## config.mk

```make
export PLATFORM = sky130hd
export DESIGN_NAME = reg_scoreboard_flat
export DESIGN_NICKNAME = d
export VERILOG_FILES = /design/src/rtl/reg_scoreboard_pkg.sv /design/src/rtl/reg_scoreboard_if.sv /design/src/rtl/reg_scoreboard_sb_entry.sv /design/src/rtl/reg_scoreboard.sv /design/src/flat_wrapper.sv
export SDC_FILE = /design/constraint.sdc
export NUM_CORES = 1
export LEC_CHECK = 0
export CAP_MARGIN = 20
export CORE_ASPECT_RATIO = 0.8
export CORE_MARGIN = 5
export CORE_UTILIZATION = 60
export DETAILED_ROUTE_END_ITERATION = 16
export PLACE_DENSITY = 0.82
export SETUP_SLACK_MARGIN = 0.4
export SYNTH_ARGS = -nofsm -noshare
export SYNTH_HDL_FRONTEND = slang
export SYNTH_SLANG_ARGS = --single-unit
```

## constraint.sdc

```tcl
create_clock -name clk -period 13.2 [get_ports clk]
set_input_delay 3.3 -clock clk [delete_from_list [all_inputs] [get_ports clk]]
set_output_delay 3.3 -clock clk [all_outputs]
set_load 0.005 [all_outputs]
```

## src/rtl/reg_scoreboard_pkg.sv

```systemverilog
// Shared sizes, types and FSM encoding for the register scoreboard.
package reg_scoreboard_pkg;
  localparam int unsigned REG_NUM     = 32;
  localparam int unsigned REG_ADDR_W  = 5;
  localparam int unsigned SB_CNT_W    = 2;
  localparam int unsigned STALL_CNT_W = 16;

  typedef logic [REG_ADDR_W-1:0] reg_addr_t;
  typedef logic [SB_CNT_W-1:0]   sb_cnt_t;

  localparam sb_cnt_t SB_CNT_MAX = sb_cnt_t'(3);

  typedef enum logic {
    RUN   = 1'b0,
    DRAIN = 1'b1
  } sb_state_e;
endpackage

```

## src/rtl/reg_scoreboard_if.sv

```systemverilog
// Bus bundle between the ID/WB pipeline stages and the scoreboard.
// master: pipeline side (drives requests, receives stall/status).
// slave : scoreboard side.
interface reg_scoreboard_if;
  import reg_scoreboard_pkg::*;

  logic                   id_valid;
  logic                   reg_read_en_1;
  logic                   reg_read_en_2;
  reg_addr_t              reg_addr_1;
  reg_addr_t              reg_addr_2;
  logic                   reg_write_en;
  reg_addr_t              reg_write_addr;
  logic                   wb_write_en;
  reg_addr_t              wb_write_addr;
  logic                   flush;
  logic                   stall;
  logic [REG_NUM-1:0]     pending_mask;
  logic [STALL_CNT_W-1:0] stall_cycles;
  logic                   sb_err;

  modport master (
    output id_valid, reg_read_en_1, reg_read_en_2, reg_addr_1, reg_addr_2,
           reg_write_en, reg_write_addr, wb_write_en, wb_write_addr, flush,
    input  stall, pending_mask, stall_cycles, sb_err
  );

  modport slave (
    input  id_valid, reg_read_en_1, reg_read_en_2, reg_addr_1, reg_addr_2,
           reg_write_en, reg_write_addr, wb_write_en, wb_write_addr, flush,
    output stall, pending_mask, stall_cycles, sb_err
  );
endinterface

```

## src/rtl/reg_scoreboard_sb_entry.sv

```systemverilog
// One register's pending-write counter.
// Ports: clk, rst (sync, active high); inc = issue to this register;
// dec = retire of this register (ignored when the count is already 0);
// clr = flush; cnt = current count; nonzero = cnt != 0.
module sb_entry
  import reg_scoreboard_pkg::*;
(
  input  logic    clk,
  input  logic    rst,
  input  logic    inc,
  input  logic    dec,
  input  logic    clr,
  output sb_cnt_t cnt,
  output logic    nonzero
);
  sb_cnt_t cnt_q, cnt_d;
  logic    dec_ok;

  always_comb begin
    dec_ok = dec && (cnt_q != '0);
    cnt_d  = cnt_q;
    if (clr) begin
      cnt_d = '0;
    end else if (inc && !dec_ok && (cnt_q != SB_CNT_MAX)) begin
      cnt_d = cnt_q + sb_cnt_t'(1);
    end else if (dec_ok && !inc) begin
      cnt_d = cnt_q - sb_cnt_t'(1);
    end
  end

  always_ff @(posedge clk) begin
    if (rst) cnt_q <= '0;
    else     cnt_q <= cnt_d;
  end

  assign cnt     = cnt_q;
  assign nonzero = |cnt_q;
endmodule

```

## src/rtl/reg_scoreboard.sv

```systemverilog
// Register scoreboard: tracks in-flight writes to r1..r31 and stalls ID on
// RAW hazards (with same-cycle WB bypass), WAW counter saturation, flush and
// the post-flush drain cycle.
// Ports: clk, rst (sync, active high); sb = slave side of reg_scoreboard_if
// (ID/WB requests and flush in; stall, pending_mask, stall_cycles, sb_err out).
module reg_scoreboard
  import reg_scoreboard_pkg::*;
(
  input  logic             clk,
  input  logic             rst,
  reg_scoreboard_if.slave  sb
);
  sb_cnt_t                cnt [REG_NUM];
  logic [REG_NUM-1:0]     nz;
  sb_state_e              state_q, state_d;
  logic [STALL_CNT_W-1:0] stall_cycles_q, stall_cycles_d;
  logic                   sb_err_q, sb_err_d;
  logic                   haz1, haz2, waw_full, stall, issue, retire_bad;

  assign cnt[0] = '0;
  assign nz[0]  = 1'b0;

  for (genvar i = 1; i < REG_NUM; i++) begin : g_entry
    sb_entry u_entry (
      .clk     (clk),
      .rst     (rst),
      .inc     (issue && (sb.reg_write_addr == reg_addr_t'(i))),
      .dec     (sb.wb_write_en && (sb.wb_write_addr == reg_addr_t'(i))),
      .clr     (sb.flush),
      .cnt     (cnt[i]),
      .nonzero (nz[i])
    );
  end

  always_comb begin
    // A read is not hazardous if WB retires the last outstanding write now.
    haz1 = sb.reg_read_en_1 && (sb.reg_addr_1 != '0) && (cnt[sb.reg_addr_1] != '0)
        && !(sb.wb_write_en && (sb.wb_write_addr == sb.reg_addr_1)
             && (cnt[sb.reg_addr_1] == sb_cnt_t'(1)));
    haz2 = sb.reg_read_en_2 && (sb.reg_addr_2 != '0) && (cnt[sb.reg_addr_2] != '0)
        && !(sb.wb_write_en && (sb.wb_write_addr == sb.reg_addr_2)
             && (cnt[sb.reg_addr_2] == sb_cnt_t'(1)));
    waw_full = sb.reg_write_en && (sb.reg_write_addr != '0)
            && (cnt[sb.reg_write_addr] == SB_CNT_MAX);
    stall = sb.id_valid && (haz1 || haz2 || waw_full || (state_q == DRAIN) || sb.flush);
    issue = sb.id_valid && !stall && sb.reg_write_en && (sb.reg_write_addr != '0);
    // Retires in a flush cycle are discarded, so they cannot flag an error.
    retire_bad = sb.wb_write_en && (sb.wb_write_addr != '0)
              && (cnt[sb.wb_write_addr] == '0) && !sb.flush;

    state_d        = sb.flush ? DRAIN : RUN;
    stall_cycles_d = stall_cycles_q;
    if (stall && (stall_cycles_q != '1)) stall_cycles_d = stall_cycles_q + 1'b1;
    sb_err_d       = sb_err_q || retire_bad;
  end

  always_ff @(posedge clk) begin
    if (rst) begin
      state_q        <= RUN;
      stall_cycles_q <= '0;
      sb_err_q       <= 1'b0;
    end else begin
      state_q        <= state_d;
      stall_cycles_q <= stall_cycles_d;
      sb_err_q       <= sb_err_d;
    end
  end

  assign sb.stall        = stall;
  // Pure decode of the counter flops: no combinational path from inputs.
  assign sb.pending_mask = nz;
  assign sb.stall_cycles = stall_cycles_q;
  assign sb.sb_err       = sb_err_q;
endmodule

```

## src/flat_wrapper.sv

```systemverilog
// flat-port wrapper written by rule: the top's interface ports become plain ports
module reg_scoreboard_flat import reg_scoreboard_pkg::*;
  (clk, rst, sb_id_valid, sb_reg_read_en_1, sb_reg_read_en_2, sb_reg_addr_1, sb_reg_addr_2, sb_reg_write_en, sb_reg_write_addr, sb_wb_write_en, sb_wb_write_addr, sb_flush, sb_stall, sb_pending_mask, sb_stall_cycles, sb_sb_err);
  reg_scoreboard_if sb_i ();
  input  logic clk;
  input  logic rst;
  input wire logic [$bits(sb_i.id_valid)-1:0] sb_id_valid;
  input wire logic [$bits(sb_i.reg_read_en_1)-1:0] sb_reg_read_en_1;
  input wire logic [$bits(sb_i.reg_read_en_2)-1:0] sb_reg_read_en_2;
  input wire logic [$bits(sb_i.reg_addr_1)-1:0] sb_reg_addr_1;
  input wire logic [$bits(sb_i.reg_addr_2)-1:0] sb_reg_addr_2;
  input wire logic [$bits(sb_i.reg_write_en)-1:0] sb_reg_write_en;
  input wire logic [$bits(sb_i.reg_write_addr)-1:0] sb_reg_write_addr;
  input wire logic [$bits(sb_i.wb_write_en)-1:0] sb_wb_write_en;
  input wire logic [$bits(sb_i.wb_write_addr)-1:0] sb_wb_write_addr;
  input wire logic [$bits(sb_i.flush)-1:0] sb_flush;
  output wire logic [$bits(sb_i.stall)-1:0] sb_stall;
  output wire logic [$bits(sb_i.pending_mask)-1:0] sb_pending_mask;
  output wire logic [$bits(sb_i.stall_cycles)-1:0] sb_stall_cycles;
  output wire logic [$bits(sb_i.sb_err)-1:0] sb_sb_err;
  assign sb_i.id_valid = sb_id_valid;
  assign sb_i.reg_read_en_1 = sb_reg_read_en_1;
  assign sb_i.reg_read_en_2 = sb_reg_read_en_2;
  assign sb_i.reg_addr_1 = sb_reg_addr_1;
  assign sb_i.reg_addr_2 = sb_reg_addr_2;
  assign sb_i.reg_write_en = sb_reg_write_en;
  assign sb_i.reg_write_addr = sb_reg_write_addr;
  assign sb_i.wb_write_en = sb_wb_write_en;
  assign sb_i.wb_write_addr = sb_wb_write_addr;
  assign sb_i.flush = sb_flush;
  assign sb_stall = sb_i.stall;
  assign sb_pending_mask = sb_i.pending_mask;
  assign sb_stall_cycles = sb_i.stall_cycles;
  assign sb_sb_err = sb_i.sb_err;
  reg_scoreboard u_core (.clk(clk), .rst(rst), .sb(sb_i));
endmodule
```

# Yosys cells after proc, flatten, opt, wreduce, memory -nomap -nowiden
# Index checks and enable logic that the tools add are counted.
# word_totals
regBits	80
output_inout_bits	50
wordCells	657
# op_classes
n_addsub	63
magnitude_cmp	4
n_eq_ne	99
mux	75
bitwise	4
reduce_logical	378
# ops
operator	n
$logic_and 1x1->1	206
$eq 5x5->1 const B	32
$mux 2	70
$reduce_bool 2->1	64
$eq 5x4->1 const B	16
$logic_not 1->1	66
$reduce_or 2->1	32
$add 2x1->2 const B	31
$ne 2x2->1 const B	31
$sub 2x1->2 const B	31
$bmux 2 s5	4
$eq 5x3->1 const B	8
$ge 6x6->1 const B	4
$not 5->6	4
$eq 5x2->1 const B	4
$reduce_bool 5->1	4
$add 16x1->16 const B	1
$ne 16x16->1 const B	1
$eq 5x1->1 const B	2
$eq 5x5->1	2
$logic_or 1x1->1	5
$eq 2x1->1 const B	2
$eq 2x2->1 const B	1
$logic_not 2->1	1
$mux 1	1

# Logic depth before layout (Yosys ltp)
# depth
depth_word	22
ltp_mapped	14
ltp_nobuf	9

# Hierarchy
# A second synthesis with hierarchy kept.
# hier_totals
cells_unflattened	922
hier_area_um2	7385.8
# modules_own_cells
module	instances	cells_each	area_each_um2
sb_entry	31	14	120.1
reg_scoreboard	1	488	3662.3

# Worst setup path before layout
# Ideal clock, no wire load.
# synth_path
path_kind	input-to-output
from	input sb_reg_addr_2[2]
to	output sb_stall
arrival_time_ns	5.577
required_time_ns	9.900
slack_ns	4.323
cell_stages	12
n_path_buf	5
path_cell_list	buf_2 buf_2 mux4_2 mux2i_1 mux2i_1 o211ai_2 o41ai_2 or3_1 buf_2 buf_2 buf_2 and2_1
# synth_between
elab_chain_len	13
elab_cells_between_ends	19
# synth_lines
element	line_no	source
start, declared	flat_wrapper.sv:11	input wire logic [$bits(sb_i.reg_addr_2)-1:0] sb_reg_addr_2;
$not 5->6 (not written as such)	reg_scoreboard.sv:40, reg_scoreboard.sv:42	
$bmux 2 s5	reg_scoreboard.sv:40, reg_scoreboard.sv:42	
$mux 2 (not written as such) (2 in a row)	reg_scoreboard.sv:40, reg_scoreboard.sv:42	
$eq 2x1->1	reg_scoreboard.sv:42	&& (cnt[sb.reg_addr_2] == sb_cnt_t'(1)));
$logic_and 1x1->1	reg_scoreboard.sv:42	
$logic_not 1->1	reg_scoreboard.sv:41	&& !(sb.wb_write_en && (sb.wb_write_addr == sb.reg_addr_2)
$logic_and 1x1->1 (*)	reg_scoreboard.sv:41	
$logic_or 1x1->1 (*) (4 in a row)	reg_scoreboard.sv:45	stall = sb.id_valid && (haz1 || haz2 || waw_full || (state_q == DRAIN) || sb.flush);
$logic_and 1x1->1 (*)	reg_scoreboard.sv:45	
end, declared	flat_wrapper.sv:17	output wire logic [$bits(sb_i.stall)-1:0] sb_stall;
# Mark *: on every way between the ends. The rest lies on a longest branch, timed or not. The select of a mux whose other input is x is not followed.

# Final worst setup path
# Ends and elaborated chain as after synthesis.

==> flow_summary_export.csv <==
group,metric,value,unit
grt,antenna_found_initial,0,
detailed_routing,vias,7463,
synthesis,synthesis.nets,943,
setup_path,crit_path_cell_trace,"clkdlybuf4s50_1 -> mux2i_1 -> mux4_2 -> nand2_1 -> a21oi_1 -> o41ai_2 -> or3_1 -> buf_4 -> and2_1 -> clkdlybuf4s50_1",
placed_design,gp_congestion,1.03,
timing,fmax,96.2,MHz
timing,rsz0062_at_grt,"no",
pwr,irDropWorstVdd,0.0000506,V
clock_tree,cts_setup_buffers,0,
timing,slew_headroom,29.9,%
clock_tree,clk_pin_slew_worst_paths,60,ps
setup_path,cp_common_cell,"clkdlybuf4s50_1",
synthesis,synth_area_leader_cell,"dfxtp_1",
flow_run,max-cap-violations,0,
layout,finish.instance_area,8060,um2
status,outcome,"completed",
placed_design,dpl_cell_area,7720,um2
timing,skew,7.60,ps
synthesis,ys_seq_area_share,22.0,%
timing,min_period_over_period,78.8,%
synthesis,synth_enable_flop_cells,0,
setup_path,worst-path-max-fanout,43,
setup_path,crit_arrival,7100,ps
synthesis,yosys.area.top_type_share,22.0,%
clock_tree,post_cts_resize_count,0,
timing,hold_viol,0,
clock_tree,cts-htree-levels,3,
pwr,finalPower,0.570,mW
floorplan,die_area,14400,um2
grt,grt_usage,32.2,%
clock_tree,ctsHoldBuffers,0,
setup_path,worst_setup_path_end_kind,"output pin",
setup_path,timing.rr.end,"u_core.sb.stall_cycles[13]",
synthesis,synth_area,7280,um2
detailed_routing,drc_errors,0,
detailed_routing,routed_via_density,6.97,
clock_tree,cts_sinks,80,
setup_path,crit_family,"buffers and inverters",
pwr,p_leak,2.58,nW
synthesis,postSynthCellCount,914,
synthesis,syn_avg_cell_area,7.96,um2
clock_tree,cts_inserted_buffers,9,
floorplan,num_io_pins,78,
timing,finalSetupViolations,0,
clock_tree,clock_latency,350,ps
setup_path,reg2reg_from,"u_core.g_entry[13].u_entry.cnt[1]",
layout,antenna_cells,0,
synthesis,synth.distinct_cells,74,
placed_design,hpwl,17000,um
floorplan,die_w,133,um
synthesis,synth-warning-count,0,
grt,grt_pass1_vias,6748,
floorplan,coreArea,12000,um2
worst_hold_path,holdCritPathClass,"reg -> reg",
timing,fin_tns_setup,0,ps
worst_hold_path,min_from,"u_core.sb.sb_err",
detailed_routing,avgRoutedWirePerCell,22.0,um
clock_tree,clockRootBuffer,"clkbuf_16",
synthesis,synthTopCellsByArea,"dfxtp_1 22%, mux4_2 10%, nand2_1 4.8%",
placed_design,place_ws,2850,ps
grt,grt_pass1_wl,36700,um
setup_path,rr_worst_depth,10,
layout,postLayoutCoreUtil,67.0,%
setup_path,reg2reg_slack,9310,ps
grt,grt_overflow_total,0,
clock_tree,cts_tree,"yes",
detailed_routing,drt_wl_total,23500,um
timing,fin_crit,10400,ps
setup_path,crit_path_start_kind,"input port",
detailed_routing,dr.pass1.iters,8,
floorplan,rows,36,
floorplan,start_util,60.5,%
setup_path,critPathKind,"in -> out",
detailed_routing,drtIter0Drc,1168,
synthesis,synthFlopType,"dfxtp_1",
timing,tightest_slew,1050,ps
layout,area_growth_syn_to_layout,10.7,%
setup_path,cp_slowest_cell,"clkdlybuf4s50_1",
synthesis,ys_ff_latch,80,
setup_path,cp_slowest_stage_delay,1070,ps
setup_path,crit_buf_inv,3,
worst_hold_path,whs_path_depth,2,
grt,grt_max_degree,57,
setup_path,cp.required,9900,ps
placed_design,portBuffers,76,
pwr,p_per_area,70.8,nW/um2
clock_tree,cts_buffer_depth,2,
layout,nets,942,
setup_path,cp-startpoint,"sb_reg_addr_2[2]",
worst_hold_path,hold_end,"u_core.sb.sb_err",
timing,finalMaxSlewViolations,0,
layout,layout-drive-gt1-share,13.8,%
synthesis,async_reset_ff_share,0,%
floorplan,die_h,108,um
detailed_routing,postRouteAntennaNets,0,
timing,setup_slack,2800,ps
-- report_power, final --
part	switching, mW	internal (mW)
Clock	0.109	0.133
Sequential	0.00121	0.242
Combinational	0.0557	0.0285
-- sequential cells by signal, summed over array words and instances, names as in the netlist --
name / flops
u_core.g_entry.u_entry.cnt: 62
u_core.sb.stall_cycles: 16
u_core.state_q: 1
u_core.sb.sb_err: 1
-- worst register-to-register path, delay by kind of cell, from the launching register on --
family,cells,cell delay [ps]
simple gates,4,1450
compound gates,3,690
mux,2,660
buf+inv,1,450
flops,1,560
-- how the worst max path moves through the flow --
stage	to	cells after the start
after floorplan	sb_stall	12
after global placement	sb_stall	10
after detailed placement	sb_stall	10
after CTS	sb_stall	10
after global routing	sb_stall	10
final	sb_stall	10
-- cells by family (layout without fill, tap and decap cells) --
| kind of cell | Yosys count | after routing | synth area share [%] |
|---|---|---|---|
| xor gates and xnor gates | 29 | 29 | 3.49 |
| muxes | 73 | 73 | 16.0 |
| buffers and inverters | 114 | 118 | 8.43 |
| AOI/OAI and AO/OA | 202 | 202 | 18.5 |
| and+or+nand+nor | 414 | 414 | 31.3 |
| other | 1 | 1 | 0.0515 |
| adders and majority gates | 1 | 1 | 0.172 |
| DFF | 80 | 80 | 22.0 |
-- synth_stat cells, types with 3 or more instances --
cell type / n
mux2_2: 17
a31oi_1: 9
buf_4: 34
o21bai_1: 4
nor3b_1: 14
nand4_1: 5
o31ai_1: 12
nor4b_1: 4
a2111o_1: 3
xor2_1: 23
and4_1: 7
o2111a_1: 5
nor2_1: 79
or3_1: 7
nand4b_1: 5
o21ai_0: 54
nand3_1: 43
mux4_2: 33
nand2_1: 94
or4_1: 7
buf_2: 16
or2_2: 29
clkbuf_1: 38
inv_1: 19
dfxtp_1: 80
nor4_1: 18
nand3b_1: 13
and2_1: 18
buf_6: 5
a211oi_1: 12
nor4_2: 8
o211ai_1: 4
a41oi_1: 6
and3_1: 4
nor3_1: 20
nand2b_1: 12
nor2b_1: 17
a21oi_1: 53
o2111ai_1: 3
o21a_1: 3
mux2i_1: 22
a2111oi_0: 6
xnor2_1: 6
-- area by class of cell --
type | count | area (um2)
clock buffers | 10 | 239
clock inverters | 6 | 42.5
fillers | 981 | 3970
inverters | 19 | 71.3
multi-input cells | 720 | 5060
flip-flops and latches | 80 | 1600
well taps | 152 | 190
repair buffers | 83 | 851
-- routing by layer --
metal	up-vias	part of all wire [%]	GRT usage, %
li1	3356	-	-
met1	3489	41	44.6
met2	530	40	46.5
met3	88	15	10.8
met4	0	3.8	12.6
met5	-	0	0
-- through the flow --
stage	hold slack, ps	std cells
5_1_grt	521	1070
3_3_place_gp	451	1052
2_1_floorplan	461	914
6_report	485	1070
3_5_place_dp	465	1052
4_1_cts	482	1068
-- cells in the final DEF, fill, tap and decap left out, types with 7 or more instances in the layout --
| cell type | instances |
|---|---|
| a211oi_1 | 12 |
| nand2b_1 | 12 |
| or3_1 | 7 |
| or2_2 | 29 |
| o21ai_0 | 54 |
| nor2_1 | 79 |
| nand2_1 | 94 |
| mux4_2 | 33 |
| a31oi_1 | 9 |
| clkbuf_16 | 10 |
| nand3_1 | 43 |
| o31ai_1 | 12 |
| nor3_1 | 20 |
| nor2b_1 | 17 |
| mux2i_1 | 22 |
| and2_1 | 18 |
| nor3b_1 | 14 |
| nor4_2 | 8 |
| nand3b_1 | 13 |
| inv_1 | 19 |
| mux2_2 | 17 |
| xor2_1 | 23 |
| clkdlybuf4s50_1 | 76 |
| dfxtp_1 | 80 |
| and4_1 | 7 |
| or4_1 | 7 |
| nor4_1 | 18 |
| a21oi_1 | 53 |
Power figures use the tool's default switching activity.
